`src/rtl/if_id_skid_reg_if.sv`:
```
// Signal bundle between the fetch stage, the IF/ID skid register and the decode stage.
// The stage uses the slave modport; the environment that drives it uses master.
interface if_id_skid_reg_if #(
    parameter int INSTR_W = 32,
    parameter int ADDR_W  = 32,
    parameter int CNT_W   = 16
);
    logic               up_valid;
    logic               up_ready;
    logic [INSTR_W-1:0] up_instrn;
    logic [ADDR_W-1:0]  up_pc;
    logic [ADDR_W-1:0]  up_pcp4;
    logic               flush;
    logic               clr_cnt;
    logic               down_valid;
    logic               down_ready;
    logic [INSTR_W-1:0] down_instrn;
    logic [ADDR_W-1:0]  down_pc;
    logic [ADDR_W-1:0]  down_pcp4;
    logic [CNT_W-1:0]   stall_cnt;

    modport slave (
        input  up_valid, up_instrn, up_pc, up_pcp4, flush, clr_cnt, down_ready,
        output up_ready, down_valid, down_instrn, down_pc, down_pcp4, stall_cnt
    );

    modport master (
        output up_valid, up_instrn, up_pc, up_pcp4, flush, clr_cnt, down_ready,
        input  up_ready, down_valid, down_instrn, down_pc, down_pcp4, stall_cnt
    );
endinterface

```
`src/rtl/if_id_skid_reg.sv`:
```
// IF/ID pipeline register with a one-entry skid buffer, so up_ready can be a flop
// while still sustaining one instruction per cycle, plus a saturating stall counter.
module if_id_skid_reg #(
    parameter int                 INSTR_W   = 32,
    parameter int                 ADDR_W    = 32,
    parameter logic [INSTR_W-1:0] NOP_INSTR = '0,
    parameter int                 CNT_W     = 16
) (
    input  logic                  clk,
    input  logic                  rst_n,
    if_id_skid_reg_if.slave       bus,
    output logic [1:0]            dbg_state
);
    // Handshake: a word moves on a rising edge when valid and ready are both high
    // on that side; once valid is raised the sender holds its data until it moves,
    // and ready never depends combinationally on the opposite side.

    typedef enum logic [1:0] {
        ST_EMPTY = 2'd0,
        ST_ONE   = 2'd1,
        ST_FULL  = 2'd2
    } state_t;

    localparam logic [CNT_W-1:0] CNT_MAX = '1;

    state_t             state_q, state_d;
    logic               up_ready_q, up_ready_d;
    logic [INSTR_W-1:0] main_instrn_q, main_instrn_d;
    logic [ADDR_W-1:0]  main_pc_q, main_pc_d;
    logic [ADDR_W-1:0]  main_pcp4_q, main_pcp4_d;
    logic [INSTR_W-1:0] skid_instrn_q, skid_instrn_d;
    logic [ADDR_W-1:0]  skid_pc_q, skid_pc_d;
    logic [ADDR_W-1:0]  skid_pcp4_q, skid_pcp4_d;
    logic [CNT_W-1:0]   stall_cnt_q, stall_cnt_d;

    logic down_valid;
    logic accept;
    logic drain;

    assign down_valid = (state_q != ST_EMPTY);
    assign accept     = bus.up_valid & up_ready_q;
    assign drain      = down_valid & bus.down_ready;

    always_comb begin
        state_d       = state_q;
        main_instrn_d = main_instrn_q;
        main_pc_d     = main_pc_q;
        main_pcp4_d   = main_pcp4_q;
        skid_instrn_d = skid_instrn_q;
        skid_pc_d     = skid_pc_q;
        skid_pcp4_d   = skid_pcp4_q;

        if (bus.flush) begin
            state_d       = ST_EMPTY;
            main_instrn_d = NOP_INSTR;
            main_pc_d     = '0;
            main_pcp4_d   = '0;
        end else begin
            case (state_q)
                ST_EMPTY: begin
                    if (accept) begin
                        state_d       = ST_ONE;
                        main_instrn_d = bus.up_instrn;
                        main_pc_d     = bus.up_pc;
                        main_pcp4_d   = bus.up_pcp4;
                    end
                end
                ST_ONE: begin
                    if (accept && drain) begin
                        main_instrn_d = bus.up_instrn;
                        main_pc_d     = bus.up_pc;
                        main_pcp4_d   = bus.up_pcp4;
                    end else if (accept) begin
                        // Main is stalled; park the new word behind it.
                        state_d       = ST_FULL;
                        skid_instrn_d = bus.up_instrn;
                        skid_pc_d     = bus.up_pc;
                        skid_pcp4_d   = bus.up_pcp4;
                    end else if (drain) begin
                        state_d       = ST_EMPTY;
                        main_instrn_d = NOP_INSTR;
                        main_pc_d     = '0;
                        main_pcp4_d   = '0;
                    end
                end
                ST_FULL: begin
                    if (drain) begin
                        state_d       = ST_ONE;
                        main_instrn_d = skid_instrn_q;
                        main_pc_d     = skid_pc_q;
                        main_pcp4_d   = skid_pcp4_q;
                    end
                end
                default: begin
                    state_d       = ST_EMPTY;
                    main_instrn_d = NOP_INSTR;
                    main_pc_d     = '0;
                    main_pcp4_d   = '0;
                end
            endcase
        end

        // Registered ready: the skid slot is free in every state except FULL.
        up_ready_d = (state_d != ST_FULL);
    end

    always_comb begin
        stall_cnt_d = stall_cnt_q;
        if (bus.clr_cnt) begin
            stall_cnt_d = '0;
        end else if (down_valid && !bus.down_ready && (stall_cnt_q != CNT_MAX)) begin
            stall_cnt_d = stall_cnt_q + 1'b1;
        end
    end

    always_ff @(posedge clk or negedge rst_n) begin
        if (!rst_n) begin
            state_q       <= ST_EMPTY;
            up_ready_q    <= 1'b1;
            main_instrn_q <= NOP_INSTR;
            main_pc_q     <= '0;
            main_pcp4_q   <= '0;
            skid_instrn_q <= '0;
            skid_pc_q     <= '0;
            skid_pcp4_q   <= '0;
            stall_cnt_q   <= '0;
        end else begin
            state_q       <= state_d;
            up_ready_q    <= up_ready_d;
            main_instrn_q <= main_instrn_d;
            main_pc_q     <= main_pc_d;
            main_pcp4_q   <= main_pcp4_d;
            skid_instrn_q <= skid_instrn_d;
            skid_pc_q     <= skid_pc_d;
            skid_pcp4_q   <= skid_pcp4_d;
            stall_cnt_q   <= stall_cnt_d;
        end
    end

    assign bus.up_ready    = up_ready_q;
    assign bus.down_valid  = down_valid;
    assign bus.down_instrn = main_instrn_q;
    assign bus.down_pc     = main_pc_q;
    assign bus.down_pcp4   = main_pcp4_q;
    assign bus.stall_cnt   = stall_cnt_q;
    assign dbg_state       = state_q;
endmodule
```
`src/flat_wrapper.sv`:
```
// flat-port wrapper written by rule: the top's interface ports become plain ports
module if_id_skid_reg_flat 
#(
    parameter int                 INSTR_W   = 32,
    parameter int                 ADDR_W    = 32,
    parameter logic [INSTR_W-1:0] NOP_INSTR = '0,
    parameter int                 CNT_W     = 16
)
  (clk, rst_n, dbg_state, bus_up_valid, bus_up_instrn, bus_up_pc, bus_up_pcp4, bus_flush, bus_clr_cnt, bus_down_ready, bus_up_ready, bus_down_valid, bus_down_instrn, bus_down_pc, bus_down_pcp4, bus_stall_cnt);
  if_id_skid_reg_if #(.INSTR_W(INSTR_W), .ADDR_W(ADDR_W), .CNT_W(CNT_W)) bus_i ();
  input  logic clk;
  input  logic rst_n;
  output logic [1:0] dbg_state;
  input wire logic [$bits(bus_i.up_valid)-1:0] bus_up_valid;
  input wire logic [$bits(bus_i.up_instrn)-1:0] bus_up_instrn;
  input wire logic [$bits(bus_i.up_pc)-1:0] bus_up_pc;
  input wire logic [$bits(bus_i.up_pcp4)-1:0] bus_up_pcp4;
  input wire logic [$bits(bus_i.flush)-1:0] bus_flush;
  input wire logic [$bits(bus_i.clr_cnt)-1:0] bus_clr_cnt;
  input wire logic [$bits(bus_i.down_ready)-1:0] bus_down_ready;
  output wire logic [$bits(bus_i.up_ready)-1:0] bus_up_ready;
  output wire logic [$bits(bus_i.down_valid)-1:0] bus_down_valid;
  output wire logic [$bits(bus_i.down_instrn)-1:0] bus_down_instrn;
  output wire logic [$bits(bus_i.down_pc)-1:0] bus_down_pc;
  output wire logic [$bits(bus_i.down_pcp4)-1:0] bus_down_pcp4;
  output wire logic [$bits(bus_i.stall_cnt)-1:0] bus_stall_cnt;
  assign bus_i.up_valid = bus_up_valid;
  assign bus_i.up_instrn = bus_up_instrn;
  assign bus_i.up_pc = bus_up_pc;
  assign bus_i.up_pcp4 = bus_up_pcp4;
  assign bus_i.flush = bus_flush;
  assign bus_i.clr_cnt = bus_clr_cnt;
  assign bus_i.down_ready = bus_down_ready;
  assign bus_up_ready = bus_i.up_ready;
  assign bus_down_valid = bus_i.down_valid;
  assign bus_down_instrn = bus_i.down_instrn;
  assign bus_down_pc = bus_i.down_pc;
  assign bus_down_pcp4 = bus_i.down_pcp4;
  assign bus_stall_cnt = bus_i.stall_cnt;
  if_id_skid_reg #(.INSTR_W(INSTR_W), .ADDR_W(ADDR_W), .NOP_INSTR(NOP_INSTR), .CNT_W(CNT_W)) u_core (.clk(clk), .rst_n(rst_n), .bus(bus_i), .dbg_state(dbg_state));
endmodule
```
`config.mk`:
```
export PLATFORM = sky130hd
export DESIGN_NAME = if_id_skid_reg_flat
export DESIGN_NICKNAME = d
export VERILOG_FILES = /design/src/rtl/if_id_skid_reg_if.sv /design/src/rtl/if_id_skid_reg.sv /design/src/flat_wrapper.sv
export SDC_FILE = /design/constraint.sdc
export NUM_CORES = 1
export LEC_CHECK = 0
export ABC_AREA = 0
export BUFFER_PORTS_ARGS = -buffer_cell sky130_fd_sc_hd__buf_2
export CORE_ASPECT_RATIO = 1.2
export CORE_MARGIN = 2
export CORE_UTILIZATION = 53
export DETAILED_ROUTE_END_ITERATION = 16
export PLACE_DENSITY = 0.79
export SETUP_SLACK_MARGIN = 0.15
export SLEW_MARGIN = 40
export SYNTH_ARGS = -nofsm -noshare
export SYNTH_HDL_FRONTEND = slang
export SYNTH_SLANG_ARGS = --single-unit
```
`constraint.sdc`:
```
create_clock -name clk -period 2.3 [get_ports clk]
set_input_delay 0.345 -clock clk [delete_from_list [all_inputs] [get_ports clk]]
set_output_delay 0.345 -clock clk [all_outputs]
set_load 0.05 [all_outputs]
```
==> Yosys cells after proc, flatten, opt, wreduce, memory -nomap -nowiden <==
Index checks and enable logic that the tools add are counted.
Widths: inputs -> output; s select.
{ "op_classes": {"addsub": 1, "eq_ne": 8, "muxes": 26, "bitwise": 4, "n_reduce_logical": 9} }
{ "ops": {"columns": ["cell", "n"], "rows": [
  ["$mux 32", 14],
  ["$pmux 32 s3", 3],
  ["$mux 16", 2],
  ["$add 16x1->16 const B", 1],
  ["$ne 16x16->1 const B", 1],
  ["$mux 2", 6],
  ["$reduce_and 4->1", 2],
  ["$ne 3x2->1 const B", 2],
  ["$pmux 2 s3", 1],
  ["$ne 4x2->1 const B", 1],
  ["$ne 4x4->1 const B", 1],
  ["$reduce_bool 2->1", 2],
  ["$logic_and 1x1->1", 3],
  ["$and 1x1->1", 2],
  ["$eq 2x1->1 const B", 1],
  ["$eq 2x2->1 const B", 1],
  ["$logic_not 2->1", 1],
  ["$ne 2x2->1 const B", 1],
  ["$not 1->1", 2],
  ["$logic_not 1->1", 1]
]} }
{ "totals": {"ff_bits": 211, "inputBits": 102, "output_inout_bits": 116, "elab_cells": 57} }

==> Logic depth before layout (Yosys ltp) <==
Gate-level depths: netlist of run 1.
{ "logic_depth": {"word_depth": 8, "ltp_mapped": 8, "depth_no_buf": 5} }

==> Worst setup path before layout of run 1 <==
No wires, ideal clock.
{ "synth_timing": {"path_kind": "flip-flop to flip-flop", "from": "register u_core.state_q[0], in the netlist u_core.dbg_state[0]", "to": "register u_core.stall_cnt_q[11], in the netlist u_core.bus.stall_cnt[11]", "setup_time_ns": 0.125, "t_arrival_ns": 2.138, "required_ns": 2.175, "slack_ns": 0.037, "path_stages_with_launch": 7, "n_path_buf": 2, "period_less_slack_ns": 2.263, "cell_sequence": "dfrtp_1 buf_2 o21bai_1 or3_4 buf_6 nor4b_1 mux2_2"} }
{ "synth_via": {"elab_chain_cells": 4} }
{ "synth_lines": {"columns": ["item", "line", "rtl"], "rows": [
  ["start: declaration", "if_id_skid_reg.sv:26", "state_t state_q, state_d;"],
  ["start signal: assignment", "if_id_skid_reg.sv:128", "state_q <= state_d;"],
  ["$reduce_bool 2->1", "if_id_skid_reg.sv:40", "assign down_valid = (state_q != ST_EMPTY);"],
  ["$logic_and 1x1->1 (2 in a row)", "if_id_skid_reg.sv:111", "end else if (down_valid && !bus.down_ready && (stall_cnt_q != CNT_MAX)) begin"],
  ["$reduce_bool 2->1 (no line)", null, null],
  ["end signal: assignment", "if_id_skid_reg.sv:136", "stall_cnt_q <= stall_cnt_d;"],
  ["end: declaration", "if_id_skid_reg.sv:34", "logic [CNT_W-1:0] stall_cnt_q, stall_cnt_d;"]
]} }
Every way passes these cells.
A chain may end at the register's enable or synchronous reset.

==> Final worst setup path of run 1 <==
{ "layout_timing": {"from": "register u_core.stall_cnt_q[0], in the netlist u_core.bus.stall_cnt[0]", "to": "register u_core.stall_cnt_q[4], in the netlist u_core.bus.stall_cnt[4]"} }
{ "layout_via": {"elab_chain_cells": 3, "elab_cells_between_ends": 6, "classes_between": "1 x add/sub; 1 x eq/ne; 2 x mux; 2 x reduce/logical"} }
{ "layout_lines": {"columns": ["item", "line"], "rows": [
  ["$add 16x1->16 or $ne 16x16->1 (tied branches)", "if_id_skid_reg.sv:112, if_id_skid_reg.sv:111"],
  ["$mux 16 or $logic_and 1x1->1 (tied branches)", "if_id_skid_reg.sv:111"],
  ["$mux 16 or $reduce_bool 2->1 (tied branches)", null]
]} }
Several ways; a longest one is shown, not always the timed one. The select of a mux whose other input is x is not followed.

==> results of run 1 <==
==> layout make-up <==
cell class	count	area [µm²]
tap	212	265.3
inverter	6	22.52
fill	1184	5258
multi-input combinational	385	3316
clock buffer	35	700.7
clock inverter	5	58.81
timing repair buffer	236	1365
sequential	211	5286
==> cells in the final DEF, fill, tap and decap left out, types with 7 or more instances in the layout <==
master     instances
clkbuf_16         23
nor2_1             9
o2bb2ai_1         96
mux2_2            99
buf_2            216
nand2_1            8
nand3_1            7
a21oi_1           11
buf_12            10
dfrtp_1          206
buf_4              8
a22oi_1           96
clkbuf_8           9
==> power breakdown <==
part           internal [mW]  leakage, nW  switching, mW
Sequential              4.38         2.73          0.351
Combinational          0.754         2.26           1.16
Clock                   2.21        0.374           1.44
==> routing by layer <==
metal	share of wire [%]	GRT usage, %
met1	43	33.69
met2	48	38.41
met3	7.5	6.053
met4	1.3	4.885
met5	0.11	0
==> kinds of logic (layout without fill, tap and decap cells) <==
logic type | after synthesis | after routing | share of synthesized area, %
AOI/OAI and AO/OA | 224 | 224 | 20.02
DFF | 211 | 211 | 59.88
muxes | 101 | 101 | 12.88
buffers and inverters | 64 | 282 | 3.036
and+or+nand+nor | 59 | 59 | 4.043
adders and majority gates | 1 | 1 | 0.1418
==> worst paths after layout <==
| path | startpoint | depth (start not counted) | to | slack (ns) |
|---|---|---|---|---|
| min in group asynchronous | rst_n | 2 | u_core.skid_pc_q[16]$_DFFE_PN0P_ | 0.40 |
| worst min register to register | u_core.bus.down_pc[13]$_DFFE_PN0P_ | 1 | u_core.bus.down_pc[13]$_DFFE_PN0P_ | 0.48 |
| max in group asynchronous | rst_n | 3 | u_core.skid_pcp4_q[28]$_DFFE_PN0P_ | 1.13 |
| worst max-delay path | u_core.bus.stall_cnt[0]$_DFFE_PN0P_ | 6 | u_core.bus.stall_cnt[4]$_DFFE_PN0P_ | 0.39 |
| worst min-delay path | bus_flush | 2 | u_core.dbg_state[0]$_DFF_PN0_ | 0.08 |
| worst max register to register | u_core.bus.stall_cnt[0]$_DFFE_PN0P_ | 6 | u_core.bus.stall_cnt[4]$_DFFE_PN0P_ | 0.39 |
==> registers in the layout, indices dropped and copies added, names as in the netlist <==
signal,flops
u_core.bus.down_instrn,32
u_core.bus.down_pc,32
u_core.bus.down_pcp4,32
u_core.bus.stall_cnt,16
u_core.bus.up_ready,1
u_core.dbg_state,2
u_core.skid_instrn_q,32
u_core.skid_pc_q,32
u_core.skid_pcp4_q,32
==> through the flow <==
| step | total power [mW] | utilization (%) | area, µm² | hold slack (ns) | cells |
|---|---|---|---|---|---|
| global placement | 6.613 | 62.96 | 10240 | 0.3823 | 1049 |
| floorplan | 6.051 | - | 8825 | 0.04941 | 660 |
| finish | 10.29 | 67.69 | 11010 | 0.08466 | 1090 |
| CTS | 10.38 | 67.69 | 11010 | 0.06456 | 1090 |
| detailed placement | 6.711 | 62.96 | 10240 | 0.3809 | 1049 |
| global route | 10.75 | 67.69 | 11010 | 0.06707 | 1090 |
==> results.sh, run 1 <==
export IMPL_outcome="complete, no violations"
export IMPL_yosysSeqAreaShare_pct=59.88
export IMPL_syn_inst=660
export IMPL_cp_top_family="simple AND/OR/NAND/NOR gates"
export IMPL_io_pins=218
export IMPL_slew_headroom_pct=61.03
export IMPL_grtUsageTotal_pct=24.07
export IMPL_synth_edf_count=0
export IMPL_syn_area_um2=8820
export IMPL_wl_um=21340
export IMPL_synth_top_area_share_pct=59.58
export IMPL_htree_levels=1
export IMPL_cts_resized=0
export IMPL_clock_latency_ns=0.49
export IMPL_holdCritPathClass="input pin to flip-flop"
export IMPL_yosysUniqueCellTypes=44
export IMPL_path_buf_inv=1
export IMPL_start_kind="flip-flop"
export IMPL_synthesis_nets=763
export IMPL_die_w_um=121.8
export IMPL_layout_min_cycle_time_ns=1.910
export IMPL_viasPerCell=6.014
export IMPL_slew_violations=0
export IMPL_fp_dieH_um=145.3
export IMPL_cpMaxStageDelayCell="or4_1"
export IMPL_power_per_cell_area_nw_per_um2=934.6
export IMPL_synth_common_cells="210 x dfrtp_1, 99 x mux2_2, 96 x a22oi_1, 96 x o2bb2ai_1, 25 x clkbuf_1"
export IMPL_synth_area_top_cells="dfrtp_1 60%, mux2_2 13%, o2bb2ai_1 9.5%"
export IMPL_dp_slack_ns=0.3620
export IMPL_criticalPathCategory="flip-flop to flip-flop"
export IMPL_drc_errors=0
export IMPL_critPathMaxStageDelay_ns=0.47
export IMPL_firstDrtPassIters=5
export IMPL_areaGrowthSynthToFinish_pct=24.88
export IMPL_synth_top_flop_cell="dfrtp_1"
export IMPL_max_freq_mhz=523.5
export IMPL_cts_root_buf="clkbuf_16"
export IMPL_syn_avg_cell_area_um2=13.36
export IMPL_yosysWarnings=0
export IMPL_drv_cap=0
export IMPL_cp_end_kind="flip-flop"
export IMPL_setup_viol=0
export IMPL_cp_cell_sequence="ha_1 -> nand4_1 -> nor4_4 -> buf_4 -> or4_1 -> a21oi_1"
export IMPL_rows=51
export IMPL_post_drt_wl_per_cell_um=19.58
export IMPL_clk_pin_slew_worst_paths_ns=0.06
export IMPL_worst_pin_slew_ns=0.5784
export IMPL_synth_top_area_cell="dfrtp_1"
export IMPL_first_iter_violations=447
export IMPL_grt_max_degree=66
export IMPL_cts_hold_buf=1
export IMPL_initial_utilization_pct=54.20
export IMPL_cts_tree="done"
export IMPL_grt_overflow_total=0
export IMPL_ant_nets=0
export IMPL_hold_violations=0
export IMPL_dieArea_um2=17690
export IMPL_p_leak_nw=5.362
export IMPL_ys_ff_latch=211
export IMPL_postLayoutSetupSlackWorst_ns=0.3896
export IMPL_drive_gt1_share_pct=44.08
export IMPL_antenna_found_initial=2
export IMPL_num_vias=6555
export IMPL_crit_fanout=9
export IMPL_layout_nets=965
export IMPL_rsz0062_at_grt="false"
export IMPL_async_flop_share_pct=100.0
export IMPL_cts_sinks=211
export IMPL_clockBufferDepth=3
export IMPL_required_ns=2.72
export IMPL_first_global_vias=6774
export IMPL_worst_ir_drop_vdd_mv=0.7176
export IMPL_diodes=0
export IMPL_grt_pass1_wl_um=35090
export IMPL_critPathArrivalTime_ns=2.33
export IMPL_post_cts_buffers=0
export IMPL_dpl_hpwl_um=13410
export IMPL_timing_final_crit_share_pct=83.06
export IMPL_synth_most_common_cell="dfrtp_1"
export IMPL_fin_setup_tns_ns=0
export IMPL_design_core_area_um2=16270
export IMPL_cts_buffers=22
export IMPL_skew_ns=0.009126
export IMPL_portBuffers=217
export IMPL_gp_congestion=0.8021
(Power assumes the default switching activity.)
==> inputs of run 2 (changes only) <==
==> constraint.sdc (replaced) <==
create_clock -name clk -period 1.9 [get_ports clk]
set_input_delay 0.285 -clock clk [delete_from_list [all_inputs] [get_ports clk]]
set_output_delay 0.285 -clock clk [all_outputs]
set_load 0.05 [all_outputs]
==> results.sh, run 2 (synthesized netlist as in run 1, its figures left out) <==
export IMPL_outcome="complete, no violations"
export IMPL_clk_pin_slew_worst_paths_ns=0.06
export IMPL_design_core_area_um2=16270
export IMPL_num_vias=6979
export IMPL_cp_end_kind="flip-flop"
export IMPL_areaGrowthSynthToFinish_pct=31.61
export IMPL_grt_overflow_total=0
export IMPL_required_ns=2.31
export IMPL_power_per_cell_area_nw_per_um2=1074
export IMPL_firstDrtPassIters=6
export IMPL_clockBufferDepth=3
export IMPL_postLayoutSetupSlackWorst_ns=0.007936
export IMPL_timing_final_crit_share_pct=99.58
export IMPL_fin_util_pct=71.33
export IMPL_p_sw_mw=3.606
export IMPL_start_kind="flip-flop"
export IMPL_htree_levels=1
export IMPL_critPathMaxStageDelay_ns=0.62
export IMPL_cts_buffers=22
export IMPL_antenna_found_initial=1
export IMPL_gp_congestion=0.8235
export IMPL_io_pins=218
export IMPL_drive_gt1_share_pct=50.05
export IMPL_slew_headroom_pct=65.46
export IMPL_grt_max_degree=98
export IMPL_grt_pass1_wl_um=36940
export IMPL_initial_utilization_pct=54.20
export IMPL_viasPerCell=6.198
export IMPL_setup_viol=0
export IMPL_cpMaxStageDelayCell="or4b_2"
export IMPL_drc_errors=0
export IMPL_holdCritPathClass="input pin to flip-flop"
export IMPL_rsz0062_at_grt="true"
export IMPL_slew_violations=0
export IMPL_wl_um=24660
export IMPL_worst_pin_slew_ns=0.5180
export IMPL_clock_latency_ns=0.49
export IMPL_netSwitchingFraction_pct=28.91
export IMPL_post_drt_wl_per_cell_um=21.90
export IMPL_total_power_mw=12.47
export IMPL_power_frac_comb_pct=19.8
export IMPL_first_iter_violations=547
export IMPL_fill_cells=1055
export IMPL_layout_nets=1000
export IMPL_p_int_mw=8.864
export IMPL_cp_cell_sequence="ha_4 -> nand4_1 -> buf_6 -> nor4_4 -> buf_6 -> or4b_2 -> a21oi_1"
export IMPL_skew_ns=0.01378
export IMPL_max_freq_mhz=528.5
export IMPL_drv_cap=0
export IMPL_portBuffers=217
export IMPL_criticalPathCategory="flip-flop to flip-flop"
export IMPL_cts_tree="done"
export IMPL_cts_root_buf="clkbuf_16"
export IMPL_ant_nets=0
export IMPL_hold_violations=0
export IMPL_final_cell_mix="215 x buf_2, 194 x dfrtp_1, 99 x mux2_2"
export IMPL_rows=51
export IMPL_dp_slack_ns=0.03969
export IMPL_first_global_vias=7171
export IMPL_fp_dieH_um=145.3
export IMPL_p_leak_nw=5.600
export IMPL_mostFrequentLayoutCell="buf_2"
export IMPL_layout_min_cycle_time_ns=1.892
export IMPL_dieArea_um2=17690
export IMPL_path_common_cell="buf_6"
export IMPL_clock_power_share_pct=34.2
export IMPL_worst_ir_drop_vdd_mv=0.8699
export IMPL_seqPwrFrac_pct=46.0
export IMPL_crit_fanout=7
export IMPL_grtUsageTotal_pct=25.68
export IMPL_dpl_hpwl_um=14130
export IMPL_die_w_um=121.8
export IMPL_critPathArrivalTime_ns=2.30
export IMPL_cts_sinks=211
-- run 2: cell count changes in the layout (fill, tap and decap cells not counted), sizes merged --
cell      before  now
buf          234  265
diode          0    1
clkinvlp       1    0
clkinv         2    5
inv            7    6
clkbuf        36   39
-- run 2: metrics by stage --
stage               instance area (µm²)  cells  hold WS, ns  TNS (ns)
floorplan                          8927    660     -0.01059   -0.2431
global placement                  10370   1050       0.2973         0
detailed placement                10370   1050       0.3049         0
CTS                               11220   1104      0.01808         0
global route                      11610   1126      0.02565  -0.03636
finish                            11610   1126      0.03836         0
-- run 2: final cells by class --
type,count,area (µm²),area share [%]
diodes,1,2.502,0.02156
clock buffers,34,676.9,5.832
clock inverters,6,55.05,0.4743
inverters,6,22.52,0.1940
multi-input cells,385,3476,29.94
flip-flops and latches,211,5301,45.67
well taps,212,265.3,2.285
repair buffers,271,1808,15.58
-- run 2: worst paths after layout --
kind,depth (start not counted),slack (ns),end,start
max,7,0.008,u_core.bus.stall_cnt[7]$_DFFE_PN0P_,u_core.bus.stall_cnt[0]$_DFFE_PN0P_
min,2,0.04,u_core.skid_instrn_q[12]$_DFFE_PN0P_,bus_up_instrn[12]
max reg2reg,7,0.008,u_core.bus.stall_cnt[7]$_DFFE_PN0P_,u_core.bus.stall_cnt[0]$_DFFE_PN0P_
min reg2reg,1,0.48,u_core.bus.down_instrn[20]$_DFFE_PN0P_,u_core.bus.down_instrn[20]$_DFFE_PN0P_
max in group asynchronous,3,0.94,u_core.skid_instrn_q[2]$_DFFE_PN0P_,rst_n
min in group asynchronous,2,0.33,u_core.bus.stall_cnt[8]$_DFFE_PN0P_,rst_n
-- run 2: power groups by stage --
| stage | Sequential (mW) | Clock, mW | Combinational (mW) |
|---|---|---|---|
| floorplan | 6.31 | 0 | 1.03 |
| finish | 5.74 | 4.26 | 2.47 |
| detailed placement | 5.79 | 0 | 2.38 |
| CTS | 5.72 | 4.33 | 2.41 |
| global placement | 5.72 | 0 | 2.28 |
| global route | 5.82 | 4.54 | 2.64 |
-- run 2: per-layer routing --
metal / up-vias / GRT usage [%] / wire length [µm]
met4: 0 / 6.954 / 492
met1: 3578 / 33.23 / 9867
met2: 324 / 43.35 / 12410
met3: 44 / 5.975 / 1894
met5: - / 0 / 0
li1: 3033 / - / -
-- run 2: critical path, delay by kind of cell, from the launching register on --
kind                     cells  cell delay, ns
AO/OA/AOI/OAI                1            0.19
adder cells (fa/ha/maj)      1            0.17
buffers and inverters        2            0.27
flip-flops                   1            0.43
AND/OR/NAND/NOR              3            0.76
-- run 2: what timing repair did --
action | CTS | global route
setup buffers | 13 | 12
hold endpoints to repair | 50 | 0
pin swaps | 5 | 17
gates cloned | 0 | 9
setup endpoints to repair | 15 | 152
hold buffers | 1 | 0
resized for setup | 2 | 36
==> inputs of run 3 (changes only) <==
--- a/config.mk
+++ b/config.mk
@@ -9,10 +9,11 @@
 export BUFFER_PORTS_ARGS = -buffer_cell sky130_fd_sc_hd__buf_2
 export CORE_ASPECT_RATIO = 1.2
 export CORE_MARGIN = 2
-export CORE_UTILIZATION = 53
+export CORE_UTILIZATION = 48
 export DETAILED_ROUTE_END_ITERATION = 16
-export PLACE_DENSITY = 0.79
+export PLACE_DENSITY = 0.76
 export SETUP_SLACK_MARGIN = 0.15
+export SKIP_CTS_REPAIR_TIMING = 1
 export SLEW_MARGIN = 40
 export SYNTH_ARGS = -nofsm -noshare
 export SYNTH_HDL_FRONTEND = slang
==> constraint.sdc (replaced) <==
create_clock -name clk -period 1.6 [get_ports clk]
set_input_delay 0.24 -clock clk [delete_from_list [all_inputs] [get_ports clk]]
set_output_delay 0.24 -clock clk [all_outputs]
set_load 0.05 [all_outputs]
==> results.sh, run 3 (synthesized netlist as in run 1, its figures left out) <==
export IMPL_slew_violations=0
export IMPL_viasPerCell=6.063
export IMPL_p_leak_nw=6.452
export IMPL_path_common_cell="buf_6"
export IMPL_design_core_area_um2=18110
export IMPL_start_kind="flip-flop"
export IMPL_drv_cap=0
export IMPL_netSwitchingFraction_pct=30.70
export IMPL_outcome="finished, violations left"
export IMPL_wl_um=29720
export IMPL_grtUsageTotal_pct=21.89
export IMPL_cpMaxStageDelayCell="dfrtp_2"
export IMPL_multiInputGateArea_um2=4050
export IMPL_critPathMaxStageDelay_ns=0.46
export IMPL_placed_cells=1110
export IMPL_clockBufferDepth=3
export IMPL_firstDrtPassIters=5
export IMPL_hold_ws_ns=-0.003088
export IMPL_initial_utilization_pct=48.71
export IMPL_fill_cells=1049
export IMPL_r2r_start="u_core.dbg_state[0]$_DFF_PN0_"
export IMPL_final_seq_area_um2=5301
export IMPL_grt_pass1_wl_um=35240
export IMPL_first_global_vias=6743
export IMPL_fin_cells=1252
export IMPL_ant_nets=0
export IMPL_clk_pin_slew_worst_paths_ns=0.07
export IMPL_num_vias=7591
export IMPL_max_freq_mhz=542.0
export IMPL_cts_root_buf="clkbuf_16"
export IMPL_die_w_um=127.7
export IMPL_cp_top_family="buffers and inverters"
export IMPL_p_int_mw=10.66
export IMPL_criticalPathCategory="flip-flop to flip-flop"
export IMPL_drive_gt1_share_pct=55.54
export IMPL_holdCritPathClass="input pin to flip-flop"
export IMPL_layout_nets=1118
export IMPL_grt_max_degree=51
export IMPL_final_cell_mix="197 x buf_2, 194 x dfrtp_1, 99 x mux2_2"
export IMPL_p_sw_mw=4.723
export IMPL_crit_fanout=6
export IMPL_gp_congestion=0.7714
export IMPL_worst_pin_slew_ns=0.7579
export IMPL_drc_errors=0
export IMPL_areaGrowthSynthToFinish_pct=55.87
export IMPL_power_per_cell_area_nw_per_um2=1119
export IMPL_antenna_found_initial=0
export IMPL_critPathArrivalTime_ns=2.25
export IMPL_dpl_hpwl_um=14130
export IMPL_setup_viol=209
export IMPL_cts_buffers=21
export IMPL_post_drt_wl_per_cell_um=23.73
export IMPL_required_ns=2.00
export IMPL_diodes=0
export IMPL_cp_cell_sequence="buf_6 -> buf_6 -> nor2b_4 -> nand2b_4 -> a21oi_4 -> buf_6 -> buf_8 -> buf_12 -> o2bb2ai_2"
export IMPL_rsz0062_at_grt="true"
export IMPL_skew_ns=0.007046
export IMPL_htree_levels=1
export IMPL_violations="hold timing, setup timing"
export IMPL_seqPwrFrac_pct=44.8
export IMPL_fp_dieH_um=152.5
export IMPL_holdCritStartpoint="bus_up_pcp4[0]"
export IMPL_postLayoutSetupSlackWorst_ns=-0.2451
export IMPL_hold_violations=3
export IMPL_timing_final_crit_share_pct=115.3
export IMPL_mostFrequentLayoutCell="buf_2"
export IMPL_cts_sinks=211
export IMPL_dieArea_um2=19480
export IMPL_clock_power_share_pct=31.4
export IMPL_grt_overflow_total=0
export IMPL_clock_latency_ns=0.49
export IMPL_layout_min_cycle_time_ns=1.845
export IMPL_dp_slack_ns=-0.1374
export IMPL_io_pins=218
export IMPL_path_buf_inv=5
export IMPL_fin_util_pct=75.92
export IMPL_slew_headroom_pct=49.29
export IMPL_portBuffers=217
export IMPL_rows=54
export IMPL_power_frac_comb_pct=23.8
export IMPL_first_iter_violations=385
export IMPL_cp_end_kind="flip-flop"
export IMPL_crit_start="u_core.dbg_state[0]$_DFF_PN0_"
export IMPL_cts_tree="done"
export IMPL_worst_ir_drop_vdd_mv=0.9773
run 3: changes by cell type in the layout (fill, tap and decap cells not counted), sizes merged:
cell and delta:
diode -1, nand2 +3, clkinvlp +1, buf +54, clkinv -2, dlygate4sd3 +49
clkbuf +10
run 3: layout make-up:
cell class / count / share of cell area (%)
repair buffers: 387 / 25.00
flip-flops and latches: 211 / 38.56
inverters: 6 / 0.1638
clock inverters: 5 / 0.3823
clock buffers: 31 / 4.387
multi-input cells: 388 / 29.46
well taps: 224 / 2.039
run 3: final timing paths:
| path | end | slack, ns | cells after the start |
|---|---|---|---|
| max reg2reg | u_core.bus.down_pc[13]$_DFFE_PN0P_ | -0.25 | 9 |
| max in group asynchronous | u_core.bus.down_pc[28]$_DFFE_PN0P_ | 0.72 | 3 |
| min reg2reg | u_core.bus.down_instrn[15]$_DFFE_PN0P_ | 0.48 | 1 |
| min in group asynchronous | u_core.bus.down_pc[13]$_DFFE_PN0P_ | 0.28 | 2 |
| max | u_core.bus.down_pc[13]$_DFFE_PN0P_ | -0.25 | 9 |
| min | u_core.skid_pcp4_q[0]$_DFFE_PN0P_ | -0.003 | 2 |
run 3: routing by layer:
layer / GRT usage [%] / vias to the layer above / part of all wire (%) / wire length (µm)
met2: 35.12 / 328 / 51 / 15170
met1: 30.34 / 3910 / 39 / 11690
li1: - / 3278 / - / -
met5: 0 / - / 0 / 0
met3: 5.548 / 75 / 6.6 / 1964
met4: 4.762 / 0 / 3.0 / 892
run 3: per-stage QoR:
step / power, mW / hold WS (ns) / area, µm² / TNS (ns)
finish: 15.39 / -0.003088 / 13750 / -32.97
global route: 15.95 / -0.01074 / 13750 / -43.44
CTS: 14.53 / -0.3019 / 11460 / -7.313
detailed placement: 9.721 / 0.2205 / 10810 / -4.507
global placement: 9.596 / 0.2243 / 10810 / -1.980
floorplan: 8.755 / -0.05559 / 9042 / -31.84
run 3: power groups by stage:
stage | clock (mW) | sequential (mW) | combinational [mW]
2_1_floorplan | 0 | 7.49 | 1.27
3_3_place_gp | 0 | 6.81 | 2.79
3_5_place_dp | 0 | 6.85 | 2.87
4_1_cts | 4.89 | 6.77 | 2.87
5_1_grt | 5.13 | 6.96 | 3.86
6_report | 4.83 | 6.89 | 3.67
